### src/rtl/control_unit_if.sv
// rtl/control_unit_if.sv - fetch handshake and datapath control bundle for control_unit
interface control_unit_if #(
    parameter int WORDSIZE = 64
);
    logic                instr_req;
    logic                instr_valid;
    logic [31:0]         instr_data;
    logic [WORDSIZE-1:0] pc;
    logic [4:0]          ctrl_rf_addr_a;
    logic [4:0]          ctrl_rf_addr_b;
    logic [4:0]          ctrl_rf_write_addr;
    logic                ctrl_rf_write_en;
    logic [11:0]         ctrl_immediate;
    logic                ctrl_mux_0_sel;
    logic                ctrl_mux_1_sel;
    logic                ctrl_mux_2_sel;
    logic [2:0]          ctrl_alu_operation;
    logic                illegal;

    modport master (
        output instr_req, pc, ctrl_rf_addr_a, ctrl_rf_addr_b, ctrl_rf_write_addr,
               ctrl_rf_write_en, ctrl_immediate, ctrl_mux_0_sel, ctrl_mux_1_sel,
               ctrl_mux_2_sel, ctrl_alu_operation, illegal,
        input  instr_valid, instr_data
    );

    modport slave (
        input  instr_req, pc, ctrl_rf_addr_a, ctrl_rf_addr_b, ctrl_rf_write_addr,
               ctrl_rf_write_en, ctrl_immediate, ctrl_mux_0_sel, ctrl_mux_1_sel,
               ctrl_mux_2_sel, ctrl_alu_operation, illegal,
        output instr_valid, instr_data
    );
endinterface

### src/rtl/control_unit.sv
// rtl/control_unit.sv - multi-cycle RV64I subset sequencer; CONTROL_UNIT_PERF_EN adds retired_count
module control_unit #(
    parameter int                WORDSIZE = 64,
    parameter logic [WORDSIZE-1:0] RESET_PC = '0
) (
    input  logic                clk,
    input  logic                rst_n,
`ifdef CONTROL_UNIT_PERF_EN
    output logic [WORDSIZE-1:0] retired_count,
`endif
    control_unit_if.master      bus
);
    typedef enum logic [2:0] {
        S_FETCH, S_DECODE, S_EXEC, S_MEM, S_WB, S_TRAP
    } state_t;

    typedef enum logic [2:0] {
        C_R, C_I, C_LD, C_SD, C_BAD
    } cls_t;

    state_t              state_q, state_d;
    logic [WORDSIZE-1:0] pc_q, pc_d;
    logic [31:0]         ir_q, ir_d;
    logic                illegal_q, illegal_d;
    logic                retire;
    cls_t                cls;
    logic [2:0]          alu_op;

    logic [6:0] opcode;
    logic [2:0] funct3;
    logic [6:0] funct7;

    assign opcode = ir_q[6:0];
    assign funct3 = ir_q[14:12];
    assign funct7 = ir_q[31:25];

    always_comb begin
        cls    = C_BAD;
        alu_op = 3'b000;
        case (opcode)
            7'b0110011: begin
                cls = C_R;
                case ({funct7, funct3})
                    {7'b0000000, 3'b000}: alu_op = 3'b000;
                    {7'b0100000, 3'b000}: alu_op = 3'b001;
                    {7'b0000000, 3'b111}: alu_op = 3'b010;
                    {7'b0000000, 3'b110}: alu_op = 3'b011;
                    {7'b0000000, 3'b100}: alu_op = 3'b100;
                    {7'b0000000, 3'b010}: alu_op = 3'b101;
                    default:              cls    = C_BAD;
                endcase
            end
            7'b0010011: begin
                cls = C_I;
                case (funct3)
                    3'b000:  alu_op = 3'b000;
                    3'b111:  alu_op = 3'b010;
                    3'b110:  alu_op = 3'b011;
                    3'b100:  alu_op = 3'b100;
                    3'b010:  alu_op = 3'b101;
                    default: cls    = C_BAD;
                endcase
            end
            7'b0000011: if (funct3 == 3'b011) cls = C_LD;
            7'b0100011: if (funct3 == 3'b011) cls = C_SD;
            default:    cls = C_BAD;
        endcase
        // Unsupported encodings must not leak a stale ALU op into the datapath.
        if (cls == C_BAD) alu_op = 3'b000;
    end

    always_comb begin
        bus.instr_req          = (state_q == S_FETCH);
        bus.pc                 = pc_q;
        bus.illegal            = illegal_q;
        bus.ctrl_rf_addr_a     = ir_q[19:15];
        bus.ctrl_rf_addr_b     = ir_q[24:20];
        bus.ctrl_rf_write_addr = ir_q[11:7];
        bus.ctrl_alu_operation = alu_op;
        bus.ctrl_mux_0_sel     = (cls == C_I) || (cls == C_LD) || (cls == C_SD);
        case (cls)
            C_I, C_LD: bus.ctrl_immediate = ir_q[31:20];
            C_SD:      bus.ctrl_immediate = {ir_q[31:25], ir_q[11:7]};
            default:   bus.ctrl_immediate = 12'h000;
        endcase
        // Writes to x0 are dropped here; sequencing is unaffected.
        bus.ctrl_rf_write_en = (ir_q[11:7] != 5'd0) &&
                               (((state_q == S_EXEC) && ((cls == C_R) || (cls == C_I))) ||
                                (state_q == S_WB));
        bus.ctrl_mux_1_sel   = (state_q == S_WB);
        bus.ctrl_mux_2_sel   = (state_q == S_MEM) && (cls == C_SD);
    end

    always_comb begin
        state_d   = state_q;
        pc_d      = pc_q;
        ir_d      = ir_q;
        illegal_d = illegal_q;
        retire    = 1'b0;
        case (state_q)
            S_FETCH: begin
                if (bus.instr_valid) begin
                    ir_d    = bus.instr_data;
                    state_d = S_DECODE;
                end
            end
            S_DECODE: begin
                if (cls == C_BAD) begin
                    illegal_d = 1'b1;
                    state_d   = S_TRAP;
                end else begin
                    state_d = S_EXEC;
                end
            end
            S_EXEC:  if ((cls == C_LD) || (cls == C_SD)) state_d = S_MEM;
                     else retire = 1'b1;
            S_MEM:   if (cls == C_SD) retire = 1'b1;
                     else state_d = S_WB;
            S_WB:    retire = 1'b1;
            S_TRAP:  state_d = S_TRAP;
            default: state_d = S_FETCH;
        endcase
        if (retire) begin
            pc_d    = pc_q + WORDSIZE'(4);
            state_d = S_FETCH;
        end
    end

    always_ff @(posedge clk) begin
        if (!rst_n) begin
            state_q   <= S_FETCH;
            pc_q      <= RESET_PC;
            ir_q      <= '0;
            illegal_q <= 1'b0;
        end else begin
            state_q   <= state_d;
            pc_q      <= pc_d;
            ir_q      <= ir_d;
            illegal_q <= illegal_d;
        end
    end

`ifdef CONTROL_UNIT_PERF_EN
    logic [WORDSIZE-1:0] retired_q, retired_d;

    always_comb begin
        retired_d = retired_q;
        if (retire) retired_d = retired_q + WORDSIZE'(1);
    end

    always_ff @(posedge clk) begin
        if (!rst_n) retired_q <= '0;
        else        retired_q <= retired_d;
    end

    assign retired_count = retired_q;
`endif
endmodule

### src/flat_wrapper.sv
// flat-port wrapper written by rule: the top's interface ports become plain ports
module control_unit_flat 
#(
    parameter int                WORDSIZE = 64,
    parameter logic [WORDSIZE-1:0] RESET_PC = '0
)
  (clk, rst_n, bus_instr_req, bus_pc, bus_ctrl_rf_addr_a, bus_ctrl_rf_addr_b, bus_ctrl_rf_write_addr, bus_ctrl_rf_write_en, bus_ctrl_immediate, bus_ctrl_mux_0_sel, bus_ctrl_mux_1_sel, bus_ctrl_mux_2_sel, bus_ctrl_alu_operation, bus_illegal, bus_instr_valid, bus_instr_data);
  control_unit_if #(.WORDSIZE(WORDSIZE)) bus_i ();
  input  logic clk;
  input  logic rst_n;
  output wire logic [$bits(bus_i.instr_req)-1:0] bus_instr_req;
  output wire logic [$bits(bus_i.pc)-1:0] bus_pc;
  output wire logic [$bits(bus_i.ctrl_rf_addr_a)-1:0] bus_ctrl_rf_addr_a;
  output wire logic [$bits(bus_i.ctrl_rf_addr_b)-1:0] bus_ctrl_rf_addr_b;
  output wire logic [$bits(bus_i.ctrl_rf_write_addr)-1:0] bus_ctrl_rf_write_addr;
  output wire logic [$bits(bus_i.ctrl_rf_write_en)-1:0] bus_ctrl_rf_write_en;
  output wire logic [$bits(bus_i.ctrl_immediate)-1:0] bus_ctrl_immediate;
  output wire logic [$bits(bus_i.ctrl_mux_0_sel)-1:0] bus_ctrl_mux_0_sel;
  output wire logic [$bits(bus_i.ctrl_mux_1_sel)-1:0] bus_ctrl_mux_1_sel;
  output wire logic [$bits(bus_i.ctrl_mux_2_sel)-1:0] bus_ctrl_mux_2_sel;
  output wire logic [$bits(bus_i.ctrl_alu_operation)-1:0] bus_ctrl_alu_operation;
  output wire logic [$bits(bus_i.illegal)-1:0] bus_illegal;
  input wire logic [$bits(bus_i.instr_valid)-1:0] bus_instr_valid;
  input wire logic [$bits(bus_i.instr_data)-1:0] bus_instr_data;
  assign bus_instr_req = bus_i.instr_req;
  assign bus_pc = bus_i.pc;
  assign bus_ctrl_rf_addr_a = bus_i.ctrl_rf_addr_a;
  assign bus_ctrl_rf_addr_b = bus_i.ctrl_rf_addr_b;
  assign bus_ctrl_rf_write_addr = bus_i.ctrl_rf_write_addr;
  assign bus_ctrl_rf_write_en = bus_i.ctrl_rf_write_en;
  assign bus_ctrl_immediate = bus_i.ctrl_immediate;
  assign bus_ctrl_mux_0_sel = bus_i.ctrl_mux_0_sel;
  assign bus_ctrl_mux_1_sel = bus_i.ctrl_mux_1_sel;
  assign bus_ctrl_mux_2_sel = bus_i.ctrl_mux_2_sel;
  assign bus_ctrl_alu_operation = bus_i.ctrl_alu_operation;
  assign bus_illegal = bus_i.illegal;
  assign bus_i.instr_valid = bus_instr_valid;
  assign bus_i.instr_data = bus_instr_data;
  control_unit #(.WORDSIZE(WORDSIZE), .RESET_PC(RESET_PC)) u_core (.clk(clk), .rst_n(rst_n), .bus(bus_i));
endmodule
### config.mk
export PLATFORM = sky130hd
export DESIGN_NAME = control_unit_flat
export DESIGN_NICKNAME = d
export VERILOG_FILES = /design/src/rtl/control_unit_if.sv /design/src/rtl/control_unit.sv /design/src/flat_wrapper.sv
export SDC_FILE = /design/constraint.sdc
export NUM_CORES = 1
export LEC_CHECK = 0
export ABC_AREA = 1
export BUFFER_PORTS_ARGS = -buffer_cell sky130_fd_sc_hd__buf_2
export CORE_UTILIZATION = 40
export CTS_BUF_LIST = sky130_fd_sc_hd__clkbuf_16
export DETAILED_ROUTE_END_ITERATION = 8
export GPL_TIMING_DRIVEN = 0
export SLEW_MARGIN = 20
export SYNTH_ARGS = -nofsm -noshare
export SYNTH_HDL_FRONTEND = slang
export SYNTH_SLANG_ARGS = --single-unit
### constraint.sdc
create_clock -name clk -period 1.67 [get_ports clk]
set_input_delay 0.167 -clock clk [delete_from_list [all_inputs] [get_ports clk]]
set_output_delay 0.167 -clock clk [all_outputs]
set_load 0.005 [all_outputs]
-- Word level (Yosys, flattened, before mapping)
Index checks and enable logic that the tools add are counted.
- reductions and logical operators: 20
- equality and inequality tests: 26
- add/subtract/negate cells: 1
- bitwise gates (word level): 2
- muxes and demuxes: 18
- operator list (cell ; number):
    64-bit by 3-bit adder with 64-bit output, second input constant ; 1
    10-bit by 3-bit == test with 1-bit output, second input constant ; 3
    3-bit 2-to-1 mux ; 9
    12-bit one-hot mux with 2 select lines ; 1
    3-bit one-hot mux with 4 select lines ; 2
    3-bit by 2-bit == test with 1-bit output, second input constant ; 6
    3-bit == test, second input constant ; 6
    3-bit one-hot mux with 6 select lines ; 1
    3-bit one-hot mux with 5 select lines ; 1
    7-bit by 6-bit == test with 1-bit output, second input constant ; 2
    10-bit by 2-bit == test with 1-bit output, second input constant ; 1
    10-bit by 9-bit == test with 1-bit output, second input constant ; 1
    10-bit zero test ; 1
    3-bit zero test ; 3
    7-bit by 2-bit == test with 1-bit output, second input constant ; 1
    7-bit by 5-bit == test with 1-bit output, second input constant ; 1
    3-bit by 1-bit == test with 1-bit output, second input constant ; 2
    3-bit one-hot mux with 2 select lines ; 1
    6-bit OR reduction ; 1
    1-bit logical OR ; 5
    5-bit nonzero test ; 1
    5-bit OR reduction ; 1
    2-bit inequality test, second input constant ; 2
    2-bit AND reduction ; 2
    other kinds (7) ; 12
- logic and storage cells: 71
- register bits after elaboration: 100

-- Longest topological paths before layout
- depth in word-level cells: 9
- gate-level depth with buffers: 13

-- Worst setup path before layout
No wires, ideal clock.
- path type: register to register
- start: register u_core.pc_q[2] (netlist: u_core.bus.pc[2])
- end: register u_core.pc_q[54] (netlist: u_core.bus.pc[54])
- clock period less this slack: 1.736 ns
- arrival: 1.626 ns
- cell stages (with the launch flop): 13
- buffers on the path: 0
- path slack: -0.066 ns
- data required time: 1.560 ns
- cell sequence: dfxtp_1 > ha_1 > inv_2 > nor2_4 > nand3_2 > nor2_4 > nand3_4 > nor2_4 > nand2_2 > nor2_1 > nand2_1 > nand2_1 > nor2_1
- longest elaborated chain between the ends: 1
- ends and longest elaborated chain (item ; line ; text):
    from (decl) ; control_unit.sv:22 ; logic [WORDSIZE-1:0] pc_q, pc_d;
    from (signal assigned) ; control_unit.sv:137 ; pc_q <= pc_d;
    64-bit by 3-bit adder with 64-bit output ; control_unit.sv:124 ; pc_d = pc_q + WORDSIZE'(4);
Every way passes these cells.
A chain may end at the register's enable or synchronous reset.

-- Final worst setup path
- start: register u_core.ir_q[28]
- end: output bus_ctrl_rf_write_en
- longest elaborated chain between the ends: 9
- elaborated cells on any way between the ends: 15
- classes of those cells: eq/ne (6); mux (2); reduce/logical (7)
- ends and longest elaborated chain (item ; line ; text):
    from (decl) ; control_unit.sv:23 ; logic [31:0] ir_q, ir_d;
    from (signal assigned) ; control_unit.sv:138 ; ir_q <= ir_d;
    10-bit by 9-bit == test with 1-bit output (tied with other cells) ; control_unit.sv:43 ; case ({funct7, funct3})
    6-bit OR reduction (no source line) * ; -- ;
    3-bit 2-to-1 mux * ; control_unit.sv:43 ;
    3-bit one-hot mux with 4 select lines * ; control_unit.sv:40 ; case (opcode)
    3-bit by 1-bit == test with 1-bit output / 3-bit zero test (equally long branches) ; control_unit.sv:88 ; (((state_q == S_EXEC) && ((cls == C_R) || (cls == C_I))) ||
    1-bit logical OR * ; control_unit.sv:88 ;
    1-bit logical AND * ; control_unit.sv:88 ;
    1-bit logical OR * ; control_unit.sv:88 ;
    1-bit logical AND * ; control_unit.sv:87 ; bus.ctrl_rf_write_en = (ir_q[11:7] != 5'd0) &&
    to (decl) ; flat_wrapper.sv:16 ; output wire logic [$bits(bus_i.ctrl_rf_write_en)-1:0] bus_ctrl_rf_write_en;
Every way passes the cells marked *; elsewhere a longest branch is shown, timed or not.

==> flow_summary.toml <==
[global_routing]
grt_pass1_vias = 5697
grt_pass1_wl_um = 29700
met1_usage_pct = 35.7
grt_util_met3_pct = 5.91
antenna_found_initial = 0
grt-ovfl-total = 0
grt_use_met2_pct = 40.8
top_usage_layer = "met2"
grt_max_degree = 16
grt_use_total_pct = 26.0

[layout]
drive_above_1_share_pct = 51.5
final_common_cell = "nand2_1"
final_cell_mix = "nand2_1, buf_2, nor2_1"
multi_input_area_sq_mm = 0.00454
final_nets = 1190
regArea_sq_mm = 0.00209
insertedDiodeCount = 0
num-fill-cells = 1320
area_delta_synth_final_pct = 54.7

[synthesis]
seq_area_frac_synth_pct = 32.9
netlist_instances = 959
yosys_warnings = 0
avgSynthCellArea_sq_um = 6.22
synth_area_sq_mm = 0.00596
yosys_register_bits = 98
post_synth_num_cell_types = 36

[timing]
relSlewSlack_pct = 50.7
post-route-min-period_ns = 1.81
slew_viol_final = 0
tightest_slew_ns = 0.740
layout_setup_ws_ns = -0.140
setup_viol = 61
rsz0062_at_grt = "true"
period_share_pct = 108
max_freq_mhz = 553
setup_tns_ns = -2.86
final_hold_viol_count = 0
skew_ns = 0.0104

[floorplan]
num_rows = 44
die_area_sq_mm = 0.0154
core_area_sq_mm = 0.0145
io_pins = 135
die_height_um = 124
die_w_um = 124
initial_utilization_pct = 41.0

[status]
outcome = "finished, violations left"
violations = "setup timing"

[clocking]
cts.sinks = 98
cts_made_buffers = 9
cts_root_buf = "clkbuf_16"
tritoncts = "done"
cts_buffer_depth = 2
cts_max_level = 3
postCtsHoldBufs = 0
clkSlewWorstSetupHoldPaths_ns = 0.07
clk_latency_ns = 0.36

[route]
ant_nets = 0
routed_via_density = 5.23
first_pass_iters = 5
drtIter0Drc = 590
drc = 0
totalWireLength_um = 22000
dr_total_vias = 7017
wire_per_inst_um = 16.4

[pwr]
power_mw = 8.87
clkPwrFrac_pct = 27.3
ir_worst_vdd_mv = 0.573
power.internal_mw = 5.72
p_per_area_mw_per_mm2 = 962
power.switching_mw = 3.15
leakage_nw = 3.92
power_switching_share_pct = 35.5
pwr-share-seq_pct = 31.3
power_frac_comb_pct = 41.4

[min_path]
hold_depth = 3
holdCritStartpoint = "bus_instr_data[18]"
hold_end = "u_core.ir_q[18]$_SDFFE_PN0P_"
hold_path_class = "in -> reg"

[critical_path]
slowest_delay_ns = 0.32
crit_start = "u_core.ir_q[28]$_SDFFE_PN0P_"
cp_cell_sequence = "inv_2, nand2_2, nor2_4, nand2_2, nor2_4, nor2_1, nand2_2, nand2_2, a21oi_2, buf_2"
path_buf_inv = 2
cp-end-kind = "output pin"
critPathTopFamily = "simple AND/OR/NAND/NOR gates"
cpMaxStageDelayCell = "dfxtp_2"
crit_top_cell = "nand2_2"
reg2reg_depth = 11
startpoint_type = "flip-flop"
r2r-end = "u_core.bus.pc[17]$_SDFFE_PN0P_"
rr_startpoint = "u_core.state_q[2]$_SDFFE_PP0P_"
reg2reg_slack_ns = -0.08
crit_fanout = 5
crit_type = "reg -> out"
required_ns = 1.50
crit_arrival_ns = 1.64
critical_path_cell_count = 10

[run]
cap_violations = 0

[placed_design]
routabilityCongestion = 0.955
port_buffers = 131
dp_hpwl_um = 15300
==> state kept, by name, summed over array words and instances (netlist names) <==
register            cells
u_core.bus.illegal      1
u_core.ir_q            32
u_core.state_q          3
u_core.bus.pc          62
==> through the flow <==
stage	instances	util [%]	setup slack, ns	hold slack, ns	instance area (sq um)
after floorplan	960	-	0.0373	0.331	5970
after global placement	1275	47.2	-0.360	0.440	6860
after detailed placement	1275	47.2	-0.356	0.449	6860
after CTS	1301	51.8	-0.148	0.0752	7530
after global routing	1341	63.5	-0.241	0.0755	9230
final	1341	63.5	-0.140	0.0769	9230
==> cells by family after synthesis <==
kind of cell | after synthesis | share of synthesized area (%)
XOR/XNOR | 16 | 2.35
AO/OA/AOI/OAI | 137 | 11.7
other | 1 | 0.0629
buffers and inverters | 143 | 11.1
flip-flops | 98 | 32.9
adder cells (fa/ha/maj) | 1 | 0.210
AND/OR/NAND/NOR | 563 | 41.6
==> cells in the mapped netlist <==
| cell type | count | area share [%] |
|---|---|---|
| o21bai_2 | 1 | 0.19 |
| nor3_4 | 1 | 0.27 |
| o21ai_0 | 39 | 3.3 |
| nor2_2 | 9 | 0.94 |
| nor2_1 | 147 | 9.3 |
| or2_2 | 1 | 0.10 |
| and2_1 | 2 | 0.21 |
| clkbuf_1 | 17 | 1.1 |
| nand2_1 | 276 | 17 |
| nor3b_2 | 1 | 0.21 |
| o211ai_1 | 1 | 0.13 |
| nand3_1 | 58 | 4.9 |
| nand3b_1 | 6 | 0.76 |
| xor2_1 | 5 | 0.73 |
| xnor2_1 | 11 | 1.6 |
| nor3_2 | 4 | 0.67 |
| conb_1 | 1 | 0.063 |
| a21oi_1 | 90 | 7.6 |
| nor2_4 | 8 | 1.5 |
| inv_1 | 92 | 5.8 |
| and3_1 | 1 | 0.10 |
| nand3b_2 | 1 | 0.19 |
| ha_1 | 1 | 0.21 |
| o22ai_1 | 5 | 0.52 |
| nor3b_1 | 1 | 0.13 |
| o21ai_1 | 1 | 0.084 |
| nand3_4 | 1 | 0.29 |
| nand4_1 | 16 | 1.7 |
| nor3_1 | 16 | 1.3 |
| nand2_2 | 10 | 1.0 |
| dfxtp_1 | 98 | 33 |
| buf_6 | 7 | 1.3 |
| buf_2 | 1 | 0.084 |
| nand3_2 | 4 | 0.67 |
| inv_2 | 7 | 0.44 |
| buf_4 | 19 | 2.4 |
==> power by group through the flow <==
stage	clock, mW	combinational (mW)	sequential, mW
3_5_place_dp	0	1.97	2.80
2_1_floorplan	0	1.34	2.75
3_3_place_gp	0	1.96	2.80
6_report	2.42	3.68	2.78
4_1_cts	2.46	2.15	2.76
5_1_grt	2.54	3.88	2.80
==> per-layer routing <==
metal  up-vias  wire length (um)  part of all wire, %
met5         -                 0                    0
met4         0               627                  2.9
met3        48              1530                  7.0
li1       3443                 -                    -
met2       253             10300                   47
met1      3273              9490                   43
==> area by class of cell <==
class | count | area share [%]
buffer | 44 | 4.04
tap | 184 | 2.50
sequential | 98 | 22.6
multi-input combinational | 719 | 49.2
timing repair buffer | 183 | 13.7
clock buffer | 9 | 2.44
inverter | 99 | 4.41
clock inverter | 5 | 1.13
==> worst max-delay path by stage <==
stage / to / slack [ns]
6_report: bus_ctrl_rf_write_en / -0.14
3_5_place_dp: u_core.bus.pc[56]$_SDFFE_PN0P_ / -0.36
4_1_cts: bus_ctrl_rf_write_en / -0.15
5_1_grt: bus_ctrl_rf_write_en / -0.24
2_1_floorplan: u_core.bus.pc[54]$_SDFFE_PN0P_ / 0.04
3_3_place_gp: u_core.bus.pc[56]$_SDFFE_PN0P_ / -0.36
==> repair_timing <==
action,in CTS,in global routing
pin swaps,14,83
endpoints found under the setup margin,92,110
gates resized for setup,100,378
setup buffers,12,31
cloned,0,10
==> tightest hold or removal path, stage by stage <==
cell and delay (ns):
buf_2 0.09, nand3_1 0.07, a21oi_1 0.06
Power figures use the tool's default switching activity.
